### src/rtl/comm_slave_if.sv
// Command-link slave bus: serial pins plus the consumer-side command and response handshakes.
interface comm_slave_if;
  logic        RX;
  logic        TX;
  logic [15:0] cmd;
  logic        cmd_rdy;
  logic        clr_cmd_rdy;
  logic [7:0]  resp;
  logic        snd_resp;
  logic        tx_busy;
  logic        resp_sent;
  logic        frm_err;

  modport slave (
    input  RX, clr_cmd_rdy, resp, snd_resp,
    output TX, cmd, cmd_rdy, tx_busy, resp_sent, frm_err
  );

  modport master (
    output RX, clr_cmd_rdy, resp, snd_resp,
    input  TX, cmd, cmd_rdy, tx_busy, resp_sent, frm_err
  );
endinterface

### src/rtl/comm_slave.sv
// Remote end of the two-byte UART command link: 8N1 receiver, two-byte command
// assembly with an inter-byte timeout, and an 8N1 one-byte response transmitter.
module comm_slave #(
  parameter int BAUD_DIV = 2604,
  parameter int TIMEOUT  = 65535
) (
  input  logic        clk,
  input  logic        rst,
  comm_slave_if.slave bus
);
  localparam logic [11:0] BAUD_LAST = 12'(BAUD_DIV - 1);
  localparam logic [11:0] HALF_LAST = 12'((BAUD_DIV / 2) - 1);
  localparam logic [15:0] TO_LIMIT  = 16'(TIMEOUT);

  typedef enum logic [1:0] {RX_IDLE, RX_START, RX_DATA, RX_STOP} rx_state_t;
  typedef enum logic {WAIT_HIGH, WAIT_LOW} asm_state_t;
  typedef enum logic {TX_IDLE, TX_SHIFT} tx_state_t;

  logic        rx_s1_q, rx_s2_q, rx_prev_q;
  rx_state_t   rx_state_q, rx_state_d;
  logic [11:0] rx_cnt_q, rx_cnt_d;
  logic [2:0]  rx_bit_q, rx_bit_d;
  logic [7:0]  rx_shift_q, rx_shift_d;
  logic        frm_err_q, frm_err_d;
  logic        byte_vld;
  logic        start_edge;

  asm_state_t  asm_q, asm_d;
  logic [7:0]  hi_q, hi_d;
  logic [15:0] to_cnt_q, to_cnt_d;
  logic [15:0] cmd_q, cmd_d;
  logic        cmd_rdy_q, cmd_rdy_d;

  tx_state_t   tx_state_q, tx_state_d;
  logic [9:0]  tx_shift_q, tx_shift_d;
  logic [11:0] tx_cnt_q, tx_cnt_d;
  logic [3:0]  tx_bit_q, tx_bit_d;
  logic        tx_q, tx_d;
  logic        busy_q, busy_d;
  logic        sent_q, sent_d;

  // Two-flop synchroniser plus edge register; all preset to the idle line level.
  always_ff @(posedge clk or posedge rst) begin
    if (rst) begin
      rx_s1_q   <= 1'b1;
      rx_s2_q   <= 1'b1;
      rx_prev_q <= 1'b1;
    end else begin
      rx_s1_q   <= bus.RX;
      rx_s2_q   <= rx_s1_q;
      rx_prev_q <= rx_s2_q;
    end
  end

  assign start_edge = rx_prev_q & ~rx_s2_q;

  // Receiver next state: half-bit start check, eight mid-bit samples LSB first, stop check.
  always_comb begin
    rx_state_d = rx_state_q;
    rx_cnt_d   = rx_cnt_q;
    rx_bit_d   = rx_bit_q;
    rx_shift_d = rx_shift_q;
    byte_vld   = 1'b0;
    frm_err_d  = 1'b0;
    case (rx_state_q)
      RX_IDLE: begin
        if (start_edge) begin
          rx_state_d = RX_START;
          rx_cnt_d   = '0;
        end
      end
      RX_START: begin
        if (rx_cnt_q == HALF_LAST) begin
          rx_cnt_d   = '0;
          rx_bit_d   = '0;
          rx_state_d = rx_s2_q ? RX_IDLE : RX_DATA;
        end else begin
          rx_cnt_d = rx_cnt_q + 12'd1;
        end
      end
      RX_DATA: begin
        if (rx_cnt_q == BAUD_LAST) begin
          rx_cnt_d   = '0;
          rx_shift_d = {rx_s2_q, rx_shift_q[7:1]};
          rx_bit_d   = rx_bit_q + 3'd1;
          if (rx_bit_q == 3'd7) rx_state_d = RX_STOP;
        end else begin
          rx_cnt_d = rx_cnt_q + 12'd1;
        end
      end
      RX_STOP: begin
        if (rx_cnt_q == BAUD_LAST) begin
          rx_state_d = RX_IDLE;
          byte_vld   = rx_s2_q;
          frm_err_d  = ~rx_s2_q;
        end else begin
          rx_cnt_d = rx_cnt_q + 12'd1;
        end
      end
      default: rx_state_d = RX_IDLE;
    endcase
  end

  // Receiver control registers.
  always_ff @(posedge clk or posedge rst) begin
    if (rst) begin
      rx_state_q <= RX_IDLE;
      rx_cnt_q   <= '0;
      rx_bit_q   <= '0;
      frm_err_q  <= 1'b0;
    end else begin
      rx_state_q <= rx_state_d;
      rx_cnt_q   <= rx_cnt_d;
      rx_bit_q   <= rx_bit_d;
      frm_err_q  <= frm_err_d;
    end
  end

  // Assembly next state: high byte, then low byte before the idle-time budget runs out.
  always_comb begin
    asm_d     = asm_q;
    hi_d      = hi_q;
    to_cnt_d  = to_cnt_q;
    cmd_d     = cmd_q;
    cmd_rdy_d = cmd_rdy_q;
    if (bus.clr_cmd_rdy) cmd_rdy_d = 1'b0;
    case (asm_q)
      WAIT_HIGH: begin
        if (byte_vld) begin
          hi_d     = rx_shift_q;
          to_cnt_d = '0;
          asm_d    = WAIT_LOW;
        end
      end
      WAIT_LOW: begin
        if (byte_vld) begin
          cmd_d     = {hi_q, rx_shift_q};
          cmd_rdy_d = 1'b1;
          asm_d     = WAIT_HIGH;
        end else if (frm_err_d || (to_cnt_q == TO_LIMIT)) begin
          asm_d = WAIT_HIGH;
        end else if (rx_state_q == RX_IDLE) begin
          to_cnt_d = to_cnt_q + 16'd1;
        end
      end
      default: asm_d = WAIT_HIGH;
    endcase
  end

  // Assembly control and command output registers.
  always_ff @(posedge clk or posedge rst) begin
    if (rst) begin
      asm_q     <= WAIT_HIGH;
      to_cnt_q  <= '0;
      cmd_q     <= '0;
      cmd_rdy_q <= 1'b0;
    end else begin
      asm_q     <= asm_d;
      to_cnt_q  <= to_cnt_d;
      cmd_q     <= cmd_d;
      cmd_rdy_q <= cmd_rdy_d;
    end
  end

  // Transmitter next state: load {stop, resp, start}, shift one bit per baud period.
  always_comb begin
    tx_state_d = tx_state_q;
    tx_shift_d = tx_shift_q;
    tx_cnt_d   = tx_cnt_q;
    tx_bit_d   = tx_bit_q;
    tx_d       = tx_q;
    busy_d     = busy_q;
    sent_d     = 1'b0;
    case (tx_state_q)
      TX_IDLE: begin
        if (bus.snd_resp) begin
          tx_shift_d = {1'b1, bus.resp, 1'b0};
          tx_d       = 1'b0;
          busy_d     = 1'b1;
          tx_cnt_d   = '0;
          tx_bit_d   = '0;
          tx_state_d = TX_SHIFT;
        end
      end
      TX_SHIFT: begin
        if (tx_cnt_q == BAUD_LAST) begin
          tx_cnt_d = '0;
          if (tx_bit_q == 4'd9) begin
            tx_state_d = TX_IDLE;
            tx_d       = 1'b1;
            busy_d     = 1'b0;
            sent_d     = 1'b1;
          end else begin
            tx_shift_d = {1'b1, tx_shift_q[9:1]};
            tx_d       = tx_shift_q[1];
            tx_bit_d   = tx_bit_q + 4'd1;
          end
        end else begin
          tx_cnt_d = tx_cnt_q + 12'd1;
        end
      end
      default: tx_state_d = TX_IDLE;
    endcase
  end

  // Transmitter control and line registers.
  always_ff @(posedge clk or posedge rst) begin
    if (rst) begin
      tx_state_q <= TX_IDLE;
      tx_cnt_q   <= '0;
      tx_bit_q   <= '0;
      tx_q       <= 1'b1;
      busy_q     <= 1'b0;
      sent_q     <= 1'b0;
    end else begin
      tx_state_q <= tx_state_d;
      tx_cnt_q   <= tx_cnt_d;
      tx_bit_q   <= tx_bit_d;
      tx_q       <= tx_d;
      busy_q     <= busy_d;
      sent_q     <= sent_d;
    end
  end

  // Data-only registers; their contents are only used once control qualifies them.
  always_ff @(posedge clk) begin
    rx_shift_q <= rx_shift_d;
    hi_q       <= hi_d;
    tx_shift_q <= tx_shift_d;
  end

  assign bus.TX        = tx_q;
  assign bus.cmd       = cmd_q;
  assign bus.cmd_rdy   = cmd_rdy_q;
  assign bus.tx_busy   = busy_q;
  assign bus.resp_sent = sent_q;
  assign bus.frm_err   = frm_err_q;
endmodule

### src/flat_wrapper.sv
// flat-port wrapper written by rule: the top's interface ports become plain ports
module comm_slave_flat 
#(
  parameter int BAUD_DIV = 2604,
  parameter int TIMEOUT  = 65535
)
  (clk, rst, bus_RX, bus_clr_cmd_rdy, bus_resp, bus_snd_resp, bus_TX, bus_cmd, bus_cmd_rdy, bus_tx_busy, bus_resp_sent, bus_frm_err);
  comm_slave_if bus_i ();
  input  logic clk;
  input  logic rst;
  input wire logic [$bits(bus_i.RX)-1:0] bus_RX;
  input wire logic [$bits(bus_i.clr_cmd_rdy)-1:0] bus_clr_cmd_rdy;
  input wire logic [$bits(bus_i.resp)-1:0] bus_resp;
  input wire logic [$bits(bus_i.snd_resp)-1:0] bus_snd_resp;
  output wire logic [$bits(bus_i.TX)-1:0] bus_TX;
  output wire logic [$bits(bus_i.cmd)-1:0] bus_cmd;
  output wire logic [$bits(bus_i.cmd_rdy)-1:0] bus_cmd_rdy;
  output wire logic [$bits(bus_i.tx_busy)-1:0] bus_tx_busy;
  output wire logic [$bits(bus_i.resp_sent)-1:0] bus_resp_sent;
  output wire logic [$bits(bus_i.frm_err)-1:0] bus_frm_err;
  assign bus_i.RX = bus_RX;
  assign bus_i.clr_cmd_rdy = bus_clr_cmd_rdy;
  assign bus_i.resp = bus_resp;
  assign bus_i.snd_resp = bus_snd_resp;
  assign bus_TX = bus_i.TX;
  assign bus_cmd = bus_i.cmd;
  assign bus_cmd_rdy = bus_i.cmd_rdy;
  assign bus_tx_busy = bus_i.tx_busy;
  assign bus_resp_sent = bus_i.resp_sent;
  assign bus_frm_err = bus_i.frm_err;
  comm_slave #(.BAUD_DIV(BAUD_DIV), .TIMEOUT(TIMEOUT)) u_core (.clk(clk), .rst(rst), .bus(bus_i));
endmodule
### config.mk
export PLATFORM = sky130hd
export DESIGN_NAME = comm_slave_flat
export DESIGN_NICKNAME = d
export VERILOG_FILES = /design/src/rtl/comm_slave_if.sv /design/src/rtl/comm_slave.sv /design/src/flat_wrapper.sv
export SDC_FILE = /design/constraint.sdc
export NUM_CORES = 1
export LEC_CHECK = 0
export CORE_MARGIN = 4
export CORE_UTILIZATION = 30
export CTS_CLUSTER_SIZE = 16
export DETAILED_ROUTE_END_ITERATION = 6
export MAX_ROUTING_LAYER = met4
export PLACE_DENSITY = 0.48
export REMOVE_ABC_BUFFERS = 1
export SYNTH_ARGS = -nofsm -noshare
export SYNTH_HDL_FRONTEND = slang
export SYNTH_SLANG_ARGS = --single-unit
### constraint.sdc
create_clock -name clk -period 5.9 [get_ports clk]
set_input_delay 1.18 -clock clk [delete_from_list [all_inputs] [get_ports clk]]
set_output_delay 1.18 -clock clk [all_outputs]
set_load 0.1 [all_outputs]
Yosys cells after proc, flatten, opt, wreduce, memory -nomap -nowiden. Index checks and enable logic that the tools add are counted.

Word-level logic and storage cells: 122. Register bits after elaboration: 101. Output and inout port bits: 21. Bits of input ports: 13.

Multiplexer cells: 57. Equal/unequal tests: 23. Reductions and logical operators: 13. Add/subtract/negate cells: 5. Bitwise logic cells: 4.

Operators by type and width (number): two-way mux 12 bit (6); two-way mux 16 bit (4); case mux 12 bit (4 select lines) (1); case mux 16 bit (2 select lines) (1); two-way mux 10 bit (3); adder 12 x 1 -> 12 bit (second input constant) (2); equality test 12 bit (second input constant) (2); case mux 12 bit (2 select lines) (1); two-way mux 1 bit (22); case mux 10 bit (2 select lines) (1); adder 16 x 1 -> 16 bit (second input constant) (1); equality test 16 bit (second input constant) (1); inequality test 2 bit (second input constant) (8); equality test 12 x 11 -> 1 bit (second input constant) (1); two-way mux 2 bit (6); two-way mux 4 bit (3); inequality test 2 x 1 -> 1 bit (second input constant) (6); AND reduction 2 bit (5); AND reduction 3 bit (3); case mux 1 bit (2 select lines) (4); case mux 2 bit (4 select lines) (1); case mux 4 bit (2 select lines) (1); two-way mux 3 bit (2); case mux 3 bit (2 select lines) (1); other kinds (13) (16).

Longest topological paths before layout.
Depth in word-level cells: 7. Gate-level depth with buffers: 11. Mapped depth without buffers: 8.

Worst setup path before layout. No wires, ideal clock.

Path kind: register -> register. From: reg u_core.rx_cnt_q[0]. To: reg u_core.to_cnt_q[11]. Data required time: 5.774 ns. Period minus slack after synthesis: 2.800 ns. Arrival: 2.673 ns. Setup time: 0.126 ns. Path buffers: 3. Cell stages (with the launch flop): 12. Path slack: 3.100 ns. Cells stage by stage: dfrtp_1 > ha_1 > and4bb_4 > nand4_1 > clkbuf_1 > nor2_1 > ha_1 > clkbuf_1 > nand2b_1 > clkbuf_1 > nor2_1 > a311o_1.

Longest elaborated chain between the ends: 6.

RTL lines: start: declaration (line comm_slave.sv:21) `logic [11:0] rx_cnt_q, rx_cnt_d;`; start signal: assignment (line comm_slave.sv:113) `rx_cnt_q <= rx_cnt_d;`; equality test 12 bit (*) (line comm_slave.sv:92) `if (rx_cnt_q == BAUD_LAST) begin`; two-way mux 1 bit (line comm_slave.sv:92); two-way mux 1 bit (line comm_slave.sv:65) `case (rx_state_q)`; logical OR 1 bit (line comm_slave.sv:140) `end else if (frm_err_d || (to_cnt_q == TO_LIMIT)) begin`; inequality test 2 bit (no line); AND reduction 4 bit (no line) (*); end signal: assignment (line comm_slave.sv:159) `to_cnt_q <= to_cnt_d;`; end: declaration (line comm_slave.sv:30) `logic [15:0] to_cnt_q, to_cnt_d;`.

Mark *: on every way between the ends. The rest lies on a longest branch, timed or not. A chain may end at the register's enable or synchronous reset.

Worst setup path after layout.
From: reg u_core.rx_cnt_q[0]. To: reg u_core.to_cnt_q[8].

Same word-level chain as after synthesis.

==> flow_summary_export.csv <==
group,metric,value,unit
run_status,status,"finished clean",
synth,synthTopCellsByArea,"dfrtp_1, edfxtp_1, mux2_2",
placed_design,post-dp-hpwl,6250,µm
detailed_routing,drc_errors,0,
timing,setup_viol,0,
placed_design,place_inst,655,
worst_setup_path,arrival,3.74,ns
clock_network,root_buffer,"clkbuf_16",
layout,layout-drive-gt1-share,12.8,%
timing,fin_crit_sh,58.8,%
timing,fmax,288,MHz
synth,syn_area,4750,µm²
timing,relSlewSlack,33.9,%
worst_setup_path,crit_family,"simple AND/OR/NAND/NOR gates",
synth,ys_top_cells_by_count,"dfrtp_1, nand2_1, nor2_1, nand3_1, mux2_2",
layout,layoutNonFillerInstCount,671,
detailed_routing,antenna_left,0,
detailed_routing,via_per_inst,4.91,
timing,hold_ws,0.360,ns
synth,ys_warn_count,0,
layout,final_core_util,36.3,%
floorplan,die_h,134,µm
worst_setup_path,crit_chain,"ha_1 > and4bb_4 > nand4_1 > nor2_1 > ha_1 > nand2b_1 > or4_1 > o211ai_1",
timing,period_needed,3.47,ns
timing,hold_viol,0,
detailed_routing,post_drt_wl_per_cell,13.8,µm
timing,maxSlewViolCount,0,
clock_network,ctsResizeCount,0,
pwr,powerDensity,297,nW/µm²
placed_design,port_buffers,33,
clock_network,worstSkewPairLatency,0.35,ns
global_route,grt_pass1_wl,16100,µm
synth,synth_most_common_cell,"dfrtp_1",
hold_path,holdCritPathClass,"flip-flop to flip-flop",
floorplan,die_w,134,µm
global_route,grtUsageTotal,11.3,%
synth,ys_ff_latch,99,
synth,syn_area_per_cell,11.2,µm²
timing,worst_slew_pin_slew,0.988,ns
worst_setup_path,critPathMostFrequentCell,"ha_1",
pwr,p_leak,2.24,nW
global_route,grt_start_max_net_pins,42,
synth,synth_cell_types,62,
global_route,grt_overflow,0,
worst_setup_path,cp.required,6.17,ns
worst_setup_path,slowest_stage,"or4_1",
floorplan,die_area,17900,µm²
pwr,peakVddDrop,130,µV
global_route,grt_pass1_vias,3117,
clock_network,clkTransAtPathRegs,0.07,ns
worst_setup_path,reg2reg_from,"u_core.rx_cnt_q[0]",
floorplan,core-area,15400,µm²
worst_setup_path,critPathMaxFanout,18,
detailed_routing,drtIter0Drc,270,
worst_setup_path,endpoint_kind,"flip-flop",
hold_path,min_from,"u_core.rx_s1_q",
clock_network,tritoncts,"yes",
timing,grt_setup_unrepaired,"no",
synth,post-synth-top-area-fraction,37.4,%
worst_setup_path,cp-startpoint,"u_core.rx_cnt_q[0]",
timing,tns,0,ns
worst_setup_path,critPathBufInv,0,
floorplan,initial_utilization,30.9,%
detailed_routing,drtPass1Iterations,4,
clock_network,holdBufCountCts,0,
synth,yosysTopAreaCell,"dfrtp_1",
clock_network,post_cts_buffers,0,
floorplan,rows,45,
global_route,antenna_found_initial,0,
synth,async_reset_ff_share,75.8,%
clock_network,clk_path_buf_depth,2,
floorplan,io-pin-count,34,
placed_design,routabilityCongestion,0.800,
run,maxCapViolations,0,
worst_setup_path,crit_type,"flip-flop to flip-flop",
pwr,report.power.total,1.66,mW
detailed_routing,routed_wl,9270,µm
synth,synth_ff_type,"dfrtp_1",
layout,finalNetCount,482,
clock_network,cts_buffers,9,
timing,clock_skew,0.0118,ns
synth,yosysSeqAreaShare,54.8,%
synth,synth_edf_count,24,
layout,diodes,0,
clock_network,numClockSinks,99,
synth,synth_cells,425,
layout,syn_to_final_growth,17.4,%
clock_network,cts.htree.levels,3,
worst_setup_path,critPathMaxStageDelay,0.58,ns
detailed_routing,vias,3292,
worst_setup_path,startpoint_type,"flip-flop",
[layout by cell type (no fill, tap or decap), types with 10 or more instances in the layout]
| master | instances |
|---|---|
| dfrtp_1 | 71 |
| nand2_1 | 40 |
| clkdlybuf4s50_1 | 33 |
| nor2_1 | 30 |
| nand3_1 | 26 |
| mux2_2 | 25 |
| edfxtp_1 | 24 |
| o21ai_0 | 19 |
| inv_1 | 18 |
| ha_1 | 14 |
| nand4_1 | 12 |
| xor2_1 | 10 |
[where the power goes]
group	internal (mW)	switching [mW]	total, mW	leakage (nW)
registers	0.746	0.0607	0.806	1.21
logic	0.109	0.175	0.283	0.884
clock network	0.294	0.272	0.566	0.144
[logic make-up after synthesis]
group                    synth area share (%)
adder cells (fa/ha/maj)                  3.69
AO/OA/AOI/OAI                            10.7
AND/OR/NAND/NOR                          19.2
XOR/XNOR                                 2.21
multiplexers                             6.35
flip-flops                               54.8
buffers and inverters                    3.03
[registers in the layout, indices dropped and copies added (netlist names), 3 cells and up, named ones only]
name / count
u_core.bus.cmd: 16
u_core.to_cnt_q: 16
u_core.rx_cnt_q: 12
u_core.tx_cnt_q: 12
u_core.hi_q: 8
u_core.rx_shift_q: 8
u_core.tx_shift_q: 8
u_core.tx_bit_q: 4
u_core.rx_bit_q: 3
[final cells by class]
class                           instances  area [µm²]
Clock buffer                            9         225
Fill cell                            1512        9790
Sequential cell                        99        2600
Inverter                               19        72.6
Multi-Input combinational cell        291        2010
Clock inverter                          7        63.8
Timing Repair Buffer                   35         345
Tap cell                              211         264
[routing by layer]
metal  vias up  share of wire [%]  GRT usage, %  routed length (µm)
li1       1624                  -             -                   -
met1      1595                 49          15.4                4580
met2        64                 45          16.2                4180
met3         9                3.9          2.89                 359
met4         0                1.7          4.34                 157
met5         -                  0             -                   0
[metrics by stage]
step / cell area (µm²) / worst slack [ns]
after floorplan: 4680 / 2.82
after global placement: 5290 / 2.58
after detailed placement: 5290 / 2.47
after CTS: 5580 / 2.45
after global routing: 5580 / 2.20
final: 5580 / 2.43
[path summary, 6_finish.rpt]
path | slack, ns | to | depth (start not counted)
min in group asynchronous | 1.21 | u_core.bus.tx_busy | 2
min | 0.36 | u_core.rx_s2_q | 0
max | 2.43 | u_core.to_cnt_q[8] | 8
max reg2reg | 2.43 | u_core.to_cnt_q[8] | 8
max in group asynchronous | 3.73 | u_core.rx_s1_q | 3
min reg2reg | 0.36 | u_core.rx_s2_q | 0
(Power assumes the default switching activity.)
